===== src/rtl/hera_mem_arbiter.sv =====
// hera_mem_arbiter
//   Shares the single HERA memory port between the instruction-fetch (I) and
//   load/store data (D) paths. Only one memory transaction is in flight at a
//   time. Under contention the port that did not win last time is granted.
//   A granted transaction that sees no mem_ack within TIMEOUT cycles is
//   aborted: the requester still receives its ack, together with err, and
//   reads zero data.
//
// Ports
//   clk, rst                : rising-edge clock, synchronous active-low reset
//   if_req/if_addr          : fetch request (held until if_ack)
//   if_rdata/if_ack         : fetched word, one-cycle completion pulse
//   d_req/d_we/d_addr/d_wdata : load/store request (held until d_ack)
//   d_rdata/d_ack           : load data, one-cycle completion pulse
//   mem_req/mem_we/mem_addr/mem_wdata : memory-side request (held until ack/abort)
//   mem_rdata/mem_ack       : memory-side response
//   busy                    : high whenever the arbiter is not idle
//   err                     : one-cycle pulse together with an aborting ack
//
// Optional build macro HERA_ARB_STATS_EN
//   Adds saturating counters stat_i_cnt[15:0], stat_d_cnt[15:0] and
//   stat_to_cnt[7:0] (I acks, D acks, timeouts), cleared by reset.
module hera_mem_arbiter #(
  parameter int AW      = 16,
  parameter int DW      = 16,
  parameter int TIMEOUT = 15
) (
  input  logic          clk,
  input  logic          rst,
  input  logic          if_req,
  input  logic [AW-1:0] if_addr,
  output logic [DW-1:0] if_rdata,
  output logic          if_ack,
  input  logic          d_req,
  input  logic          d_we,
  input  logic [AW-1:0] d_addr,
  input  logic [DW-1:0] d_wdata,
  output logic [DW-1:0] d_rdata,
  output logic          d_ack,
  output logic          mem_req,
  output logic          mem_we,
  output logic [AW-1:0] mem_addr,
  output logic [DW-1:0] mem_wdata,
  input  logic [DW-1:0] mem_rdata,
  input  logic          mem_ack,
  output logic          busy,
  output logic          err
`ifdef HERA_ARB_STATS_EN
  ,
  output logic [15:0]   stat_i_cnt,
  output logic [15:0]   stat_d_cnt,
  output logic [7:0]    stat_to_cnt
`endif
);

  localparam int CW = $clog2(TIMEOUT + 1);
  // The wait counter is compared against TIMEOUT-1 before incrementing, so
  // the abort happens on the edge where it would reach TIMEOUT.
  localparam logic [CW-1:0] CNT_LAST = CW'(TIMEOUT - 1);
  localparam logic [CW-1:0] CNT_MAX  = CW'(TIMEOUT);

  typedef enum logic [1:0] {
    S_IDLE  = 2'd0,
    S_GNT_I = 2'd1,
    S_GNT_D = 2'd2,
    S_DONE  = 2'd3
  } state_t;

  state_t        state_q, state_d;
  logic          last_grant_q, last_grant_d;   // 1'b0 = I, 1'b1 = D
  logic [CW-1:0] cnt_q, cnt_d;
  logic          mem_req_q, mem_req_d;
  logic          mem_we_q, mem_we_d;
  logic [AW-1:0] mem_addr_q, mem_addr_d;
  logic [DW-1:0] mem_wdata_q, mem_wdata_d;
  logic [DW-1:0] if_rdata_q, if_rdata_d;
  logic [DW-1:0] d_rdata_q, d_rdata_d;
  logic          if_ack_q, if_ack_d;
  logic          d_ack_q, d_ack_d;
  logic          err_q, err_d;
  logic          busy_q, busy_d;
`ifdef HERA_ARB_STATS_EN
  logic [15:0]   stat_i_cnt_q, stat_i_cnt_d;
  logic [15:0]   stat_d_cnt_q, stat_d_cnt_d;
  logic [7:0]    stat_to_cnt_q, stat_to_cnt_d;
`endif

  // Next-state and next-output computation for the arbiter FSM.
  always_comb begin
    state_d      = state_q;
    last_grant_d = last_grant_q;
    cnt_d        = cnt_q;
    mem_req_d    = mem_req_q;
    mem_we_d     = mem_we_q;
    mem_addr_d   = mem_addr_q;
    mem_wdata_d  = mem_wdata_q;
    if_rdata_d   = if_rdata_q;
    d_rdata_d    = d_rdata_q;
    if_ack_d     = 1'b0;
    d_ack_d      = 1'b0;
    err_d        = 1'b0;

    case (state_q)
      S_IDLE: begin
        // D wins when alone, or when both ask and I had the last grant.
        if (d_req && (!if_req || !last_grant_q)) begin
          state_d      = S_GNT_D;
          last_grant_d = 1'b1;
          cnt_d        = {CW{1'b0}};
          mem_req_d    = 1'b1;
          mem_we_d     = d_we;
          mem_addr_d   = d_addr;
          mem_wdata_d  = d_wdata;
        end else if (if_req) begin
          state_d      = S_GNT_I;
          last_grant_d = 1'b0;
          cnt_d        = {CW{1'b0}};
          mem_req_d    = 1'b1;
          mem_we_d     = 1'b0;
          mem_addr_d   = if_addr;
          mem_wdata_d  = {DW{1'b0}};
        end else begin
          state_d = S_IDLE;
        end
      end
      S_GNT_I, S_GNT_D: begin
        if (mem_ack) begin
          mem_req_d = 1'b0;
          state_d   = S_DONE;
          if (state_q == S_GNT_I) begin
            if_ack_d   = 1'b1;
            if_rdata_d = mem_rdata;
          end else begin
            d_ack_d   = 1'b1;
            // Stores return zero rather than whatever the bus carried.
            d_rdata_d = mem_we_q ? {DW{1'b0}} : mem_rdata;
          end
        end else if (cnt_q == CNT_LAST) begin
          mem_req_d = 1'b0;
          state_d   = S_DONE;
          err_d     = 1'b1;
          cnt_d     = CNT_MAX;
          if (state_q == S_GNT_I) begin
            if_ack_d   = 1'b1;
            if_rdata_d = {DW{1'b0}};
          end else begin
            d_ack_d   = 1'b1;
            d_rdata_d = {DW{1'b0}};
          end
        end else begin
          cnt_d = cnt_q + CW'(1);
        end
      end
      S_DONE: begin
        // Turnaround cycle: lets the requester drop req after seeing ack.
        state_d = S_IDLE;
      end
      default: begin
        state_d   = S_IDLE;
        mem_req_d = 1'b0;
      end
    endcase

    busy_d = (state_d != S_IDLE);

`ifdef HERA_ARB_STATS_EN
    if (if_ack_d && (stat_i_cnt_q != 16'hFFFF)) begin
      stat_i_cnt_d = stat_i_cnt_q + 16'd1;
    end else begin
      stat_i_cnt_d = stat_i_cnt_q;
    end
    if (d_ack_d && (stat_d_cnt_q != 16'hFFFF)) begin
      stat_d_cnt_d = stat_d_cnt_q + 16'd1;
    end else begin
      stat_d_cnt_d = stat_d_cnt_q;
    end
    if (err_d && (stat_to_cnt_q != 8'hFF)) begin
      stat_to_cnt_d = stat_to_cnt_q + 8'd1;
    end else begin
      stat_to_cnt_d = stat_to_cnt_q;
    end
`endif
  end

  // State and output registers with synchronous active-low reset.
  always_ff @(posedge clk) begin
    if (!rst) begin
      state_q       <= S_IDLE;
      last_grant_q  <= 1'b0;
      cnt_q         <= {CW{1'b0}};
      mem_req_q     <= 1'b0;
      mem_we_q      <= 1'b0;
      mem_addr_q    <= {AW{1'b0}};
      mem_wdata_q   <= {DW{1'b0}};
      if_rdata_q    <= {DW{1'b0}};
      d_rdata_q     <= {DW{1'b0}};
      if_ack_q      <= 1'b0;
      d_ack_q       <= 1'b0;
      err_q         <= 1'b0;
      busy_q        <= 1'b0;
`ifdef HERA_ARB_STATS_EN
      stat_i_cnt_q  <= 16'd0;
      stat_d_cnt_q  <= 16'd0;
      stat_to_cnt_q <= 8'd0;
`endif
    end else begin
      state_q       <= state_d;
      last_grant_q  <= last_grant_d;
      cnt_q         <= cnt_d;
      mem_req_q     <= mem_req_d;
      mem_we_q      <= mem_we_d;
      mem_addr_q    <= mem_addr_d;
      mem_wdata_q   <= mem_wdata_d;
      if_rdata_q    <= if_rdata_d;
      d_rdata_q     <= d_rdata_d;
      if_ack_q      <= if_ack_d;
      d_ack_q       <= d_ack_d;
      err_q         <= err_d;
      busy_q        <= busy_d;
`ifdef HERA_ARB_STATS_EN
      stat_i_cnt_q  <= stat_i_cnt_d;
      stat_d_cnt_q  <= stat_d_cnt_d;
      stat_to_cnt_q <= stat_to_cnt_d;
`endif
    end
  end

  assign mem_req   = mem_req_q;
  assign mem_we    = mem_we_q;
  assign mem_addr  = mem_addr_q;
  assign mem_wdata = mem_wdata_q;
  assign if_rdata  = if_rdata_q;
  assign d_rdata   = d_rdata_q;
  assign if_ack    = if_ack_q;
  assign d_ack     = d_ack_q;
  assign err       = err_q;
  assign busy      = busy_q;
`ifdef HERA_ARB_STATS_EN
  assign stat_i_cnt  = stat_i_cnt_q;
  assign stat_d_cnt  = stat_d_cnt_q;
  assign stat_to_cnt = stat_to_cnt_q;
`endif

endmodule


===== config.mk =====
export PLATFORM = sky130hd
export DESIGN_NAME = hera_mem_arbiter
export DESIGN_NICKNAME = d
export VERILOG_FILES = /design/src/rtl/hera_mem_arbiter.sv
export SDC_FILE = /design/constraint.sdc
export NUM_CORES = 1
export LEC_CHECK = 0
export BUFFER_PORTS_ARGS = -buffer_cell sky130_fd_sc_hd__buf_2
export CORE_AREA = 4 4 92 94
export DETAILED_ROUTE_END_ITERATION = 7
export DIE_AREA = 0 0 96 98
export PLACE_DENSITY = 0.76
export SYNTH_ARGS = -nofsm -noshare
export SYNTH_HDL_FRONTEND = slang
export SYNTH_SLANG_ARGS = --single-unit

===== constraint.sdc =====
create_clock -name clk -period 4 [get_ports clk]
set_clock_uncertainty 0.2 [all_clocks]
set_input_delay 0.2 -clock clk [delete_from_list [all_inputs] [get_ports clk]]
set_output_delay 0.2 -clock clk [all_outputs]
set_load 0.01 [all_outputs]

==> Yosys cells after proc, flatten, opt, wreduce, memory -nomap -nowiden <==
Index checks and enable logic that the tools add are counted.
{ "op_classes": {"n_addsub": 1, "eq_ne": 7, "n_mux": 38, "n_bitwise": 3, "n_reduce_logical": 17} }
{ "ops": {"columns": ["operator", "n"], "rows": [
  ["16-bit two-way mux", 13],
  ["4-bit two-way mux", 4],
  ["1-bit two-way mux", 15],
  ["3-bit AND reduction", 4],
  ["4-bit case mux with 2 select lines", 1],
  ["2-bit nonzero test", 4],
  ["2-bit two-way mux", 3],
  ["3-bit != test, second input constant", 2],
  ["2-bit case mux with 3 select lines", 1],
  ["4-bit by 1-bit adder with 4-bit output, second input constant", 1],
  ["2-bit == test, second input constant", 2],
  ["4-bit == test, second input constant", 1],
  ["2-bit AND reduction", 2],
  ["1-bit NOT", 3],
  ["3-bit OR reduction", 1],
  ["2-bit by 1-bit == test with 1-bit output, second input constant", 1],
  ["1-bit logical NOT", 2],
  ["2-bit logical NOT", 1],
  ["2-bit != test, second input constant", 1],
  ["1-bit case mux with 2 select lines", 1],
  ["2-bit OR reduction", 1],
  ["1-bit logical AND", 1],
  ["1-bit logical OR", 1]
]} }
{ "word_totals": {"register_bits": 77, "in_bits": 70, "out_inout_bits": 70} }

==> Logic depth before layout (Yosys ltp) <==
Gate-level depths: netlist (run 1).
{ "depth": {"depth_word": 6, "mapped_depth": 8} }

==> Worst setup path before layout (run 1) <==
Ideal clock, no wire load.
{ "synth_path": {"kind": "flip-flop to flip-flop", "startpoint": "reg state_q[0]", "endpoint": "reg cnt_q[2]", "arrival_time_ns": 1.494, "slack_ns": 2.177, "path_stages_with_launch": 7, "n_path_buf": 1, "period_less_slack_ns": 1.823, "cell_sequence": "dfxtp_1 > inv_1 > ha_1 > buf_2 > nor2b_1 > a2111oi_0 > o21ai_1"} }
{ "synth_between": {"elab_chain_cells": 4} }
{ "synth_lines": {"columns": ["item", "line", "rtl"], "rows": [
  ["start: declaration", "69", "state_t state_q, state_d;"],
  ["start signal: assignment", "207", "state_q <= state_d;"],
  ["2-bit by 1-bit == test with 1-bit output or 2-bit == test (tied branches)", "103", "case (state_q)"],
  ["2-bit OR reduction", "103", null],
  ["2-bit != test (no source line) or 2-bit nonzero test (tied branches)", null, null],
  ["3-bit AND reduction (no source line)", null, null],
  ["end signal: assignment", "190", "cnt_q <= {CW{1'b0}};"],
  ["end signal: assignment", "209", "cnt_q <= cnt_d;"],
  ["end: declaration", "71", "logic [CW-1:0] cnt_q, cnt_d;"]
]} }
Parallel ways exist; a longest one is shown, timed or not.
A chain may end at the register's enable or synchronous reset.

==> Final worst setup path (run 1) <==
{ "layout_path": {"startpoint": "reg state_q[1]", "endpoint": "reg mem_addr_q[1] (netlist: mem_addr[1])"} }
{ "layout_between": {"elab_chain_cells": 2} }
{ "layout_lines": {"columns": ["item", "line", "rtl"], "rows": [
  ["2-bit logical NOT", "103", null],
  ["2-bit AND reduction (no source line)", null, null],
  ["end signal: assignment", "193", "mem_addr_q <= {AW{1'b0}};"],
  ["end signal: assignment", "212", "mem_addr_q <= mem_addr_d;"],
  ["end: declaration", "74", "logic [AW-1:0] mem_addr_q, mem_addr_d;"]
]} }
Every way passes these cells.

==> flow_summary.ini, run 1 <==
[status]
outcome = completed

[grt]
grt_pass1_vias = 3450
grt_max_degree = 82
grt_usage_pct = 21.5
overflow = 0
antenna_found_initial = 0
grt_pass1_wl_mm = 16.1

[worst_setup_path]
worstReg2RegStart = state_q[1]$_SDFF_PN0_
required_ns = 4.06
cp-endpoint = mem_addr[1]$_SDFFE_PN0P_
worst_setup_path_end_kind = register
reg2reg_to = mem_addr[1]$_SDFFE_PN0P_
start_kind = register
worstSetupPathType = register to register
r2r_slack_ns = 1.30
ff2ff_path_depth = 5
crit_path_start = state_q[1]$_SDFF_PN0_
worstPathArrival_ns = 2.76
path_max_fanout = 32

[layout]
area.growth.synth_to_final_pct = 44.4
layout-drive-gt1-share_pct = 32.7
diodes = 0
final_cells = 641
nNetsFinal = 609
final.fill_count = 615
finish.instance_area_um2 = 4900

[sta]
max_freq_ghz = 0.371
fin_tns_setup_ns = 0
finalCritPeriodShare_pct = 67.4
period_minus_slack_ns = 2.70
worst_pin_slew_ns = 1.20
setup_viol_count_final = 0
hold_violations = 0
rsz0062_at_grt = false
slew_violations = 0
slew-limit-headroom_pct = 19.9

[clocking]
cts_buffers = 9
cts_root_buffer = clkbuf_8
insertion_delay_ns = 0.34
cts.sink_count = 77
cts.clk_slew.worst_paths_ns = 0.08
htreeDepth = 3
cts_resized = 0
cts_buffer_depth = 2
tritoncts = built

[floorplanning]
design.die.area_um2 = 9410
core_region_area_um2 = 7650
rows = 32
pin_count = 140
die_y_um = 98
die_width_um = 96
start_util_pct = 44.4

[yosys]
synth_area_leaders = dfxtp_1 (45%), o21ai_0 (5.2%), mux2i_1 (4.7%), a32oi_1 (4.4%), nand2_1 (4.1%)
ys_ff_latch = 77
synth_top_area_cell = dfxtp_1
synth_edf_count = 0
synth_top_area_share_pct = 45.4
yosysUniqueCellTypes = 45
seq_area_frac_synth_pct = 45.4
avgSynthCellArea_um2 = 9.75
syn-num-nets = 423
synth_flop_cell = dfxtp_1
synth_area_um2 = 3390
syn_inst = 348
async_flop_share_pct = 0
yosysWarnings = 0

[placed_design]
dp.final_hpwl_mm = 5.98
place_area_um2 = 4040
gp_congestion = 0.808
post-place-cells = 560
io_buffers = 139

[routing]
drc = 0
drt_iter0_markers = 117
vias_per_cell = 5.24
drt_wl_total_mm = 9.98
ant_nets = 0
dr_total_vias = 3356
drtPass1Iterations = 4
wire_per_inst_um = 15.6

[run]
cap_viol_max_count = 0

[power]
p_sw_uw = 509
intPower_uw = 1340
combPwrFrac_pct = 21.2
seq_power_share_pct = 45.8
p_clk_share_pct = 33.0
p_sw_share_pct = 27.5
leakage_uw = 0.00214
ir_drop_mv = 0.270
powerDensity_nw_per_um2 = 378

[min_path]
min_path_type = input port to register
[power by group through the flow]
| stage | Sequential [uW] | Combinational, uW | Clock (uW) |
|---|---|---|---|
| floorplan | 883 | 198 | 0 |
| global placement | 862 | 318 | 0 |
| detailed placement | 861 | 328 | 0 |
| CTS | 845 | 385 | 627 |
| global route | 854 | 430 | 652 |
| finish | 847 | 392 | 610 |
[per-stage QoR]
stage / worst slack, ns / hold slack, ns / total power, uW / utilization [%]
6_report: 1.30 / 0.0169 / 1850 / 64.0
5_1_grt: 1.04 / 0.0182 / 1940 / 64.0
4_1_cts: 1.43 / 0.00529 / 1860 / 64.0
3_5_place_dp: 1.50 / 0.264 / 1190 / 52.8
3_3_place_gp: 1.60 / 0.256 / 1180 / 52.8
2_1_floorplan: 2.18 / 0.135 / 1080 / -
[cell families (layout without fill, tap and decap cells)]
logic type	Yosys count	in the layout	share of synthesized area, %
AO/OA/AOI/OAI	120	120	25.7
AND/OR/NAND/NOR	95	95	16.2
flip-flops	77	77	45.4
buffers and inverters	35	226	6.09
multiplexers	16	16	4.72
adder cells (fa/ha/maj)	5	5	1.84
[worst max-delay path, stage by stage (launching register included)]
cell     delay [ns]
dfxtp_1        0.33
inv_1          0.11
ha_1           0.70
o21a_1         0.81
o21ai_0        0.26
a21oi_1        0.22
[Yosys cell counts, types with 2 or more instances]
library cell,number
a21boi_0,15
a21boi_1,3
a21oi_1,16
a32oi_1,17
and2_1,2
and3_1,3
buf_1,2
buf_12,2
buf_2,6
buf_4,3
buf_6,3
clkbuf_1,13
dfxtp_1,77
ha_1,5
inv_1,5
mux2i_1,16
nand2_1,37
nand3_1,4
nand3b_1,2
nor2_1,5
nor2b_1,20
o2111ai_1,3
o211ai_1,3
o21ai_0,35
o22ai_1,6
o22ai_2,10
o31ai_1,2
or3b_1,12
or3b_2,5
[cell type report]
| class | count | area [um^2] | area share, % |
|---|---|---|---|
| Sequential cell | 77 | 1540 | 31.5 |
| Clock inverter | 3 | 42.5 | 0.869 |
| Multi-Input combinational cell | 236 | 1640 | 33.6 |
| Timing Repair Buffer | 205 | 1350 | 27.6 |
| Tap cell | 102 | 128 | 2.61 |
| Inverter | 5 | 18.8 | 0.383 |
| Clock buffer | 13 | 169 | 3.45 |
[worst min-delay path by stage]
stage	startpoint	end	slack [ns]	cells past startpoint
6_report	d_req	busy$_SDFF_PN0_	0.02	3
5_1_grt	d_req	busy$_SDFF_PN0_	0.02	3
4_1_cts	d_req	busy$_SDFF_PN0_	0.005	3
3_5_place_dp	mem_rdata[6]	if_rdata[6]$_SDFFE_PN0P_	0.26	3
3_3_place_gp	mem_rdata[5]	if_rdata[5]$_SDFFE_PN0P_	0.26	3
2_1_floorplan	mem_rdata[11]	if_rdata[11]$_SDFFE_PN0P_	0.13	2
[layer usage]
layer | global-route usage [%] | up-vias | routed length, um
li1 | - | 1637 | -
met1 | 26.4 | 1544 | 4200
met2 | 34.9 | 151 | 4760
met3 | 5.62 | 24 | 758
met4 | 9.30 | 0 | 253
met5 | 0 | - | 0
[sequential cells by signal (all words and copies together) (netlist names), 2 cells and up]
signal / count
cnt_q: 4
d_rdata: 16
mem_addr: 16
mem_wdata: 16
if_rdata: 16
state_q: 2
[layout by cell type (no fill, tap or decap), types with 2 or more instances in the layout]
cell / instances
nor2_1: 5
a21oi_1: 16
nor2b_1: 20
and2_1: 2
dlygate4sd3_1: 65
o31ai_1: 2
nand3_1: 4
a21boi_1: 3
o21ai_0: 35
clkbuf_8: 12
or3b_2: 5
o22ai_1: 6
or3b_1: 12
and3_1: 3
a21boi_0: 15
o211ai_1: 3
o2111ai_1: 3
dfxtp_1: 77
nand3b_1: 2
buf_2: 139
ha_1: 5
inv_1: 5
mux2i_1: 16
nand2_1: 37
o22ai_2: 10
a32oi_1: 17
[what timing repair did]
item                      in CTS  in global routing
hold endpoints to repair      49                  0
buffers inserted               0                  0
hold buffers                  65                  0
Note: power is estimated with default switching activity, not from simulation.
==> run 2, diff against run 1 <==
--- a/config.mk
+++ b/config.mk
@@ -5,11 +5,12 @@
 export SDC_FILE = /design/constraint.sdc
 export NUM_CORES = 1
 export LEC_CHECK = 0
+export ABC_AREA = 1
 export BUFFER_PORTS_ARGS = -buffer_cell sky130_fd_sc_hd__buf_2
 export CORE_AREA = 4 4 92 94
 export DETAILED_ROUTE_END_ITERATION = 7
 export DIE_AREA = 0 0 96 98
-export PLACE_DENSITY = 0.76
+export PLACE_DENSITY = 0.75
 export SYNTH_ARGS = -nofsm -noshare
 export SYNTH_HDL_FRONTEND = slang
 export SYNTH_SLANG_ARGS = --single-unit
==> constraint.sdc (replaced) <==
create_clock -name clk -period 2.7 [get_ports clk]
set_clock_uncertainty 0.2 [all_clocks]
set_input_delay 0.135 -clock clk [delete_from_list [all_inputs] [get_ports clk]]
set_output_delay 0.135 -clock clk [all_outputs]
set_load 0.01 [all_outputs]
==> run 2 against run 1 <==
Compared with the run above:
- die area unchanged
- clock power grew 47%
- clock-buffer cell count shrank 3
- highest routed layer is now met5
- largest cell class is now registers
==> flow_summary.ini, run 2 <==
[status]
outcome = completed

[clocking]
insertion_delay_ns = 0.34
cts_buffer_depth = 2
htreeDepth = 3
cts_buffers = 9
cts_root_buffer = clkbuf_8
tritoncts = built
cts.clk_slew.worst_paths_ns = 0.08
cts.sink_count = 77

[sta]
setup_viol_count_final = 0
period_minus_slack_ns = 2.44
rsz0062_at_grt = false
fin_tns_setup_ns = 0
finalCritPeriodShare_pct = 90.3
slew-limit-headroom_pct = 51.5
whs_ns = 0.0405
max_freq_ghz = 0.410
slew_violations = 0
hold_violations = 0
worst_pin_slew_ns = 0.723

[placed_design]
post-place-cells = 692
place_area_um2 = 4060
gp_congestion = 0.811
dp.final_hpwl_mm = 6.39
io_buffers = 139

[yosys]
synth_edf_count = 0
syn-num-nets = 549
syn_inst = 474
synth_top_cells_by_count = nand2_1 (171), dfxtp_1 (77), a21oi_1 (50), nor2_1 (50), inv_1 (34)
synth_most_common_cell = nand2_1
synth_area_leaders = dfxtp_1 (46%), nand2_1 (19%), a21oi_1 (7.4%), nor2_1 (5.6%), inv_1 (3.8%)
synth_top_area_cell = dfxtp_1
synth_flop_cell = dfxtp_1
synth_top_area_share_pct = 45.8
async_flop_share_pct = 0
synth_area_um2 = 3370
avgSynthCellArea_um2 = 7.10
yosysWarnings = 0
ys_ff_latch = 77
yosysUniqueCellTypes = 27
seq_area_frac_synth_pct = 45.8

[floorplanning]
pin_count = 140
die_y_um = 98
die_width_um = 96
rows = 32
design.die.area_um2 = 9410
start_util_pct = 44.0
core_region_area_um2 = 7650

[power]
seq_power_share_pct = 46.0
powerDensity_nw_per_um2 = 548
p_sw_uw = 796
combPwrFrac_pct = 20.8
leakage_uw = 0.00251
p_sw_share_pct = 29.4
ir_drop_mv = 0.380
p_clk_share_pct = 33.1
intPower_uw = 1920

[grt]
grt_max_degree = 35
grt_pass1_vias = 3626
grt_pass1_wl_mm = 16.5
antenna_found_initial = 1
grt_usage_pct = 22.0
overflow = 0

[worst_setup_path]
cp_cell_sequence = dlygate4sd3_1 > buf_2 > nand2_1 > nand2_2 > clkinvlp_4 > buf_4 > nand2_1 > nand2_1 > dlygate4sd3_1 > nor2_1 > nor2_1
r2r_slack_ns = 0.39
path_max_fanout = 21
worstPathArrival_ns = 2.48
ff2ff_path_depth = 9
worst_setup_path_end_kind = register
crit_top_cell = nand2_1
cp-endpoint = mem_addr[1]$_SDFFE_PN0P_
worstReg2RegStart = last_grant_q$_SDFFE_PN0P_
slowest_stage = dlygate4sd3_1
reg2reg_to = mem_addr[1]$_SDFFE_PN0P_
required_ns = 2.74
crit_path_start = if_req
slowest_delay_ns = 0.56
worstSetupPathType = input port to register
start_kind = input port

[routing]
ant_nets = 0
drtPass1Iterations = 5
vias_per_cell = 4.80
drt_iter0_markers = 190
drt_wl_total_mm = 10.2
dr_total_vias = 3717
drc = 0
wire_per_inst_um = 13.1

[layout]
finish.instance_area_um2 = 4940
final_cell_mix = nand2_1 (171), buf_2 (139), dfxtp_1 (77)
diodes = 0
nNetsFinal = 743
layout-drive-gt1-share_pct = 26.2
area.growth.synth_to_final_pct = 46.9
utilization_pct = 64.6
final_cells = 775
final.fill_count = 675
final_common_cell = nand2_1

[run]
cap_viol_max_count = 0

[min_path]
min_path_type = input port to register
-- run 2: changes by cell type after synthesis, sizes merged, moves of 5 or more --
cell    delta
a21boi    -19
a21oi     +38
a32oi     -17
clkbuf     -5
inv       +32
mux2i     -16
nand2    +136
nand3     +11
nand4     +11
nor2      +47
nor2b     -20
o21ai     -18
o22ai     -16
or3b      -17
-- run 2: power by group through the flow --
stage	combinational, uW	clock, uW	sequential, uW
final	565	899	1250
after floorplan	272	0	1300
after detailed placement	466	0	1270
after global placement	455	0	1270
after global routing	631	964	1260
after CTS	555	912	1250
-- run 2: how the worst min path moves through the flow --
stage / cells past startpoint / start / slack [ns] / end
floorplan: 2 / d_wdata[0] / 0.08 / mem_wdata[0]$_SDFFE_PN0P_
global placement: 3 / d_wdata[14] / 0.19 / mem_wdata[14]$_SDFFE_PN0P_
detailed placement: 3 / d_wdata[11] / 0.19 / mem_wdata[11]$_SDFFE_PN0P_
CTS: 2 / mem_ack / 0.03 / err$_SDFF_PP0_
global route: 3 / mem_ack / 0.04 / if_rdata[6]$_SDFFE_PN0P_
finish: 2 / mem_ack / 0.04 / err$_SDFF_PP0_
-- run 2: layout make-up --
cell class | instances | area (um^2) | area share (%)
clock inverters | 6 | 71.3 | 1.44
clock buffers | 10 | 138 | 2.78
multi-input cells | 331 | 1520 | 30.8
repair buffers | 210 | 1390 | 28.2
well taps | 102 | 128 | 2.58
flip-flops and latches | 77 | 1540 | 31.2
inverters | 39 | 150 | 3.04
-- run 2: repair_timing --
| item | 4_1_cts | 5_1_grt |
|---|---|---|
| hold endpoints to repair | 58 | 0 |
| hold buffers | 66 | 0 |
| resized for setup | 0 | 1 |
| setup endpoints to repair | 0 | 16 |
| buffers inserted | 0 | 1 |
-- run 2: cell families (layout without fill, tap and decap cells) --
family	after synthesis	in the layout	share of synthesized area [%]
AND/OR/NAND/NOR	253	253	31.8
flip-flops	77	77	45.8
AO/OA/AOI/OAI	73	73	11.5
adder cells (fa/ha/maj)	5	5	1.86
buffers and inverters	66	265	9.00
-- run 2: per-stage QoR --
| step | setup slack, ns | total power, uW |
|---|---|---|
| after floorplan | 1.10 | 1570 |
| after global placement | 0.669 | 1730 |
| after detailed placement | 0.543 | 1740 |
| after CTS | 0.0470 | 2710 |
| after global routing | 0.138 | 2850 |
| final | 0.261 | 2710 |
-- run 2: routing by layer --
metal  global-route usage [%]  vias up  wire (um)
met1                     26.0     1674       4060
met5                        0        -          7
met2                     38.0      149       5090
met3                     6.39       17        820
li1                         -     1875          -
met4                     6.67        2        200
-- run 2: critical path: cells and delay by family --
family,cells,cell delay [ns]
buf+inv,5,1.59
simple gates,6,0.76
==> run 3, diff against run 2 <==
==> constraint.sdc (replaced) <==
create_clock -name clk -period 2.48 [get_ports clk]
set_clock_uncertainty 0.2 [all_clocks]
set_input_delay 0.124 -clock clk [delete_from_list [all_inputs] [get_ports clk]]
set_output_delay 0.124 -clock clk [all_outputs]
set_load 0.01 [all_outputs]
==> run 3 against run 2 <==
Compared with the run above:
- via count grew 1.3%
- combinational power grew 8.8%
- largest cell class unchanged
- clock power grew 12%
- non-clock buffer count grew 2
- highest routed layer is now met4
==> flow_summary.ini, run 3 (synthesis results as in run 2) <==
[worst_setup_path]
worstReg2RegStart = last_grant_q$_SDFFE_PN0P_
path_max_fanout = 17
worst_setup_path_end_kind = register
required_ns = 2.51
crit_path_start = if_req
worstSetupPathType = input port to register
start_kind = input port
worstPathArrival_ns = 2.34

[layout]
final_cell_mix = nand2_1 (171), buf_2 (139), dfxtp_1 (77)
layout-drive-gt1-share_pct = 26.2
multi_input_area_um2 = 1520
area.growth.synth_to_final_pct = 47.4
final.fill_count = 646
ff_latch_area_um2 = 1540
nNetsFinal = 745
diodes = 0
final_common_cell = nand2_1

[routing]
vias_per_cell = 4.86
drtPass1Iterations = 7
wire_per_inst_um = 12.8
ant_nets = 0
drt_wl_total_mm = 9.96
drt_iter0_markers = 191
dr_total_vias = 3766
drc = 0

[sta]
slew-limit-headroom_pct = 57.4
whs_ns = 0.0516
period_minus_slack_ns = 2.31
fin_ws_ns = 0.172
slew_violations = 0
setup_viol_count_final = 0
hold_violations = 0
max_freq_ghz = 0.433
finalCritPeriodShare_pct = 93.1
worst_pin_slew_ns = 0.635
fin_tns_setup_ns = 0
rsz0062_at_grt = false

[clocking]
cts_buffers = 9
cts.sink_count = 77
cts_root_buffer = clkbuf_8
cts.clk_slew.worst_paths_ns = 0.07
tritoncts = built
htreeDepth = 3
cts_buffer_depth = 2
insertion_delay_ns = 0.33

[min_path]
min_from = mem_ack
min_path_type = input port to register

[floorplanning]
rows = 32
die_y_um = 98
start_util_pct = 44.0
design.die.area_um2 = 9410
core_region_area_um2 = 7650
die_width_um = 96
pin_count = 140

[power]
powerDensity_nw_per_um2 = 601
leakage_uw = 0.00253
ir_drop_mv = 0.331

[grt]
grt_pass1_wl_mm = 16.1
overflow = 0
grt_usage_pct = 21.5
grt_pass1_vias = 3637
grt_max_degree = 35
antenna_found_initial = 0

[placed_design]
gp_congestion = 0.841
place_ws_ns = 0.536
dp.final_hpwl_mm = 6.30
io_buffers = 139

[status]
outcome = completed

[run]
cap_viol_max_count = 0
==> run 3: cell count changes in the layout (fill, tap and decap cells not counted), sizes merged <==
| cell | before | now |
|---|---|---|
| buf | 144 | 146 |
| bufinv | 1 | 2 |
| clkinvlp | 3 | 1 |
| inv | 38 | 37 |
==> run 3: where the power goes <==
part | internal, uW | switching, uW
clock network | 583 | 426
logic | 273 | 342
registers | 1320 | 42.3
==> run 3: stage by stage <==
stage | cell area [um^2] | cells | total power [uW] | utilization [%]
after floorplan | 3370 | 474 | 1710 | -
final | 4960 | 775 | 2980 | 64.9
after detailed placement | 4090 | 695 | 1900 | 53.4
after global routing | 4960 | 775 | 3150 | 64.9
after global placement | 4090 | 695 | 1890 | 53.4
after CTS | 4960 | 775 | 3010 | 64.8
==> run 3: timing repair <==
action,4_1_cts,5_1_grt
buffers inserted,0,0
hold buffers,66,0
endpoints found under the hold margin,60,0
setup endpoints to repair,0,16
gates resized for setup,0,1
==> run 3: worst paths after layout <==
kind,endpoint,depth (start not counted),slack [ns]
min reg2reg,d_rdata[1]$_SDFFE_PN0P_,2,0.26
max reg2reg,mem_addr[13]$_SDFFE_PN0P_,8,0.31
min,if_rdata[4]$_SDFFE_PN0P_,3,0.05
max,mem_addr[13]$_SDFFE_PN0P_,10,0.17
==> run 3: worst max-delay path, stage by stage <==
cell and delay, ns:
dlygate4sd3_1 0.53, buf_2 0.13, nand2_1 0.06, nand2_2 0.18, clkinvlp_4 0.35, nand2_1 0.17
nand2_1 0.07, dlygate4sd3_1 0.55, nor2_1 0.10, nor2_1 0.06
==> run 3: cell type report <==
class	count	area share [%]
flip-flops and latches	77	31.1
multi-input cells	331	30.7
repair buffers	212	28.4
inverters	39	3.03
clock buffers	10	2.77
well taps	102	2.57
clock inverters	4	1.49
==> run 3: metal layers <==
| metal | share of wire [%] | global-route usage [%] | up-vias |
|---|---|---|---|
| met1 | 41 | 24.9 | 1719 |
| li1 | - | - | 1880 |
| met2 | 50 | 37.2 | 142 |
| met3 | 6.4 | 5.01 | 25 |
| met4 | 2.8 | 9.30 | 0 |
| met5 | 0 | 0 | - |
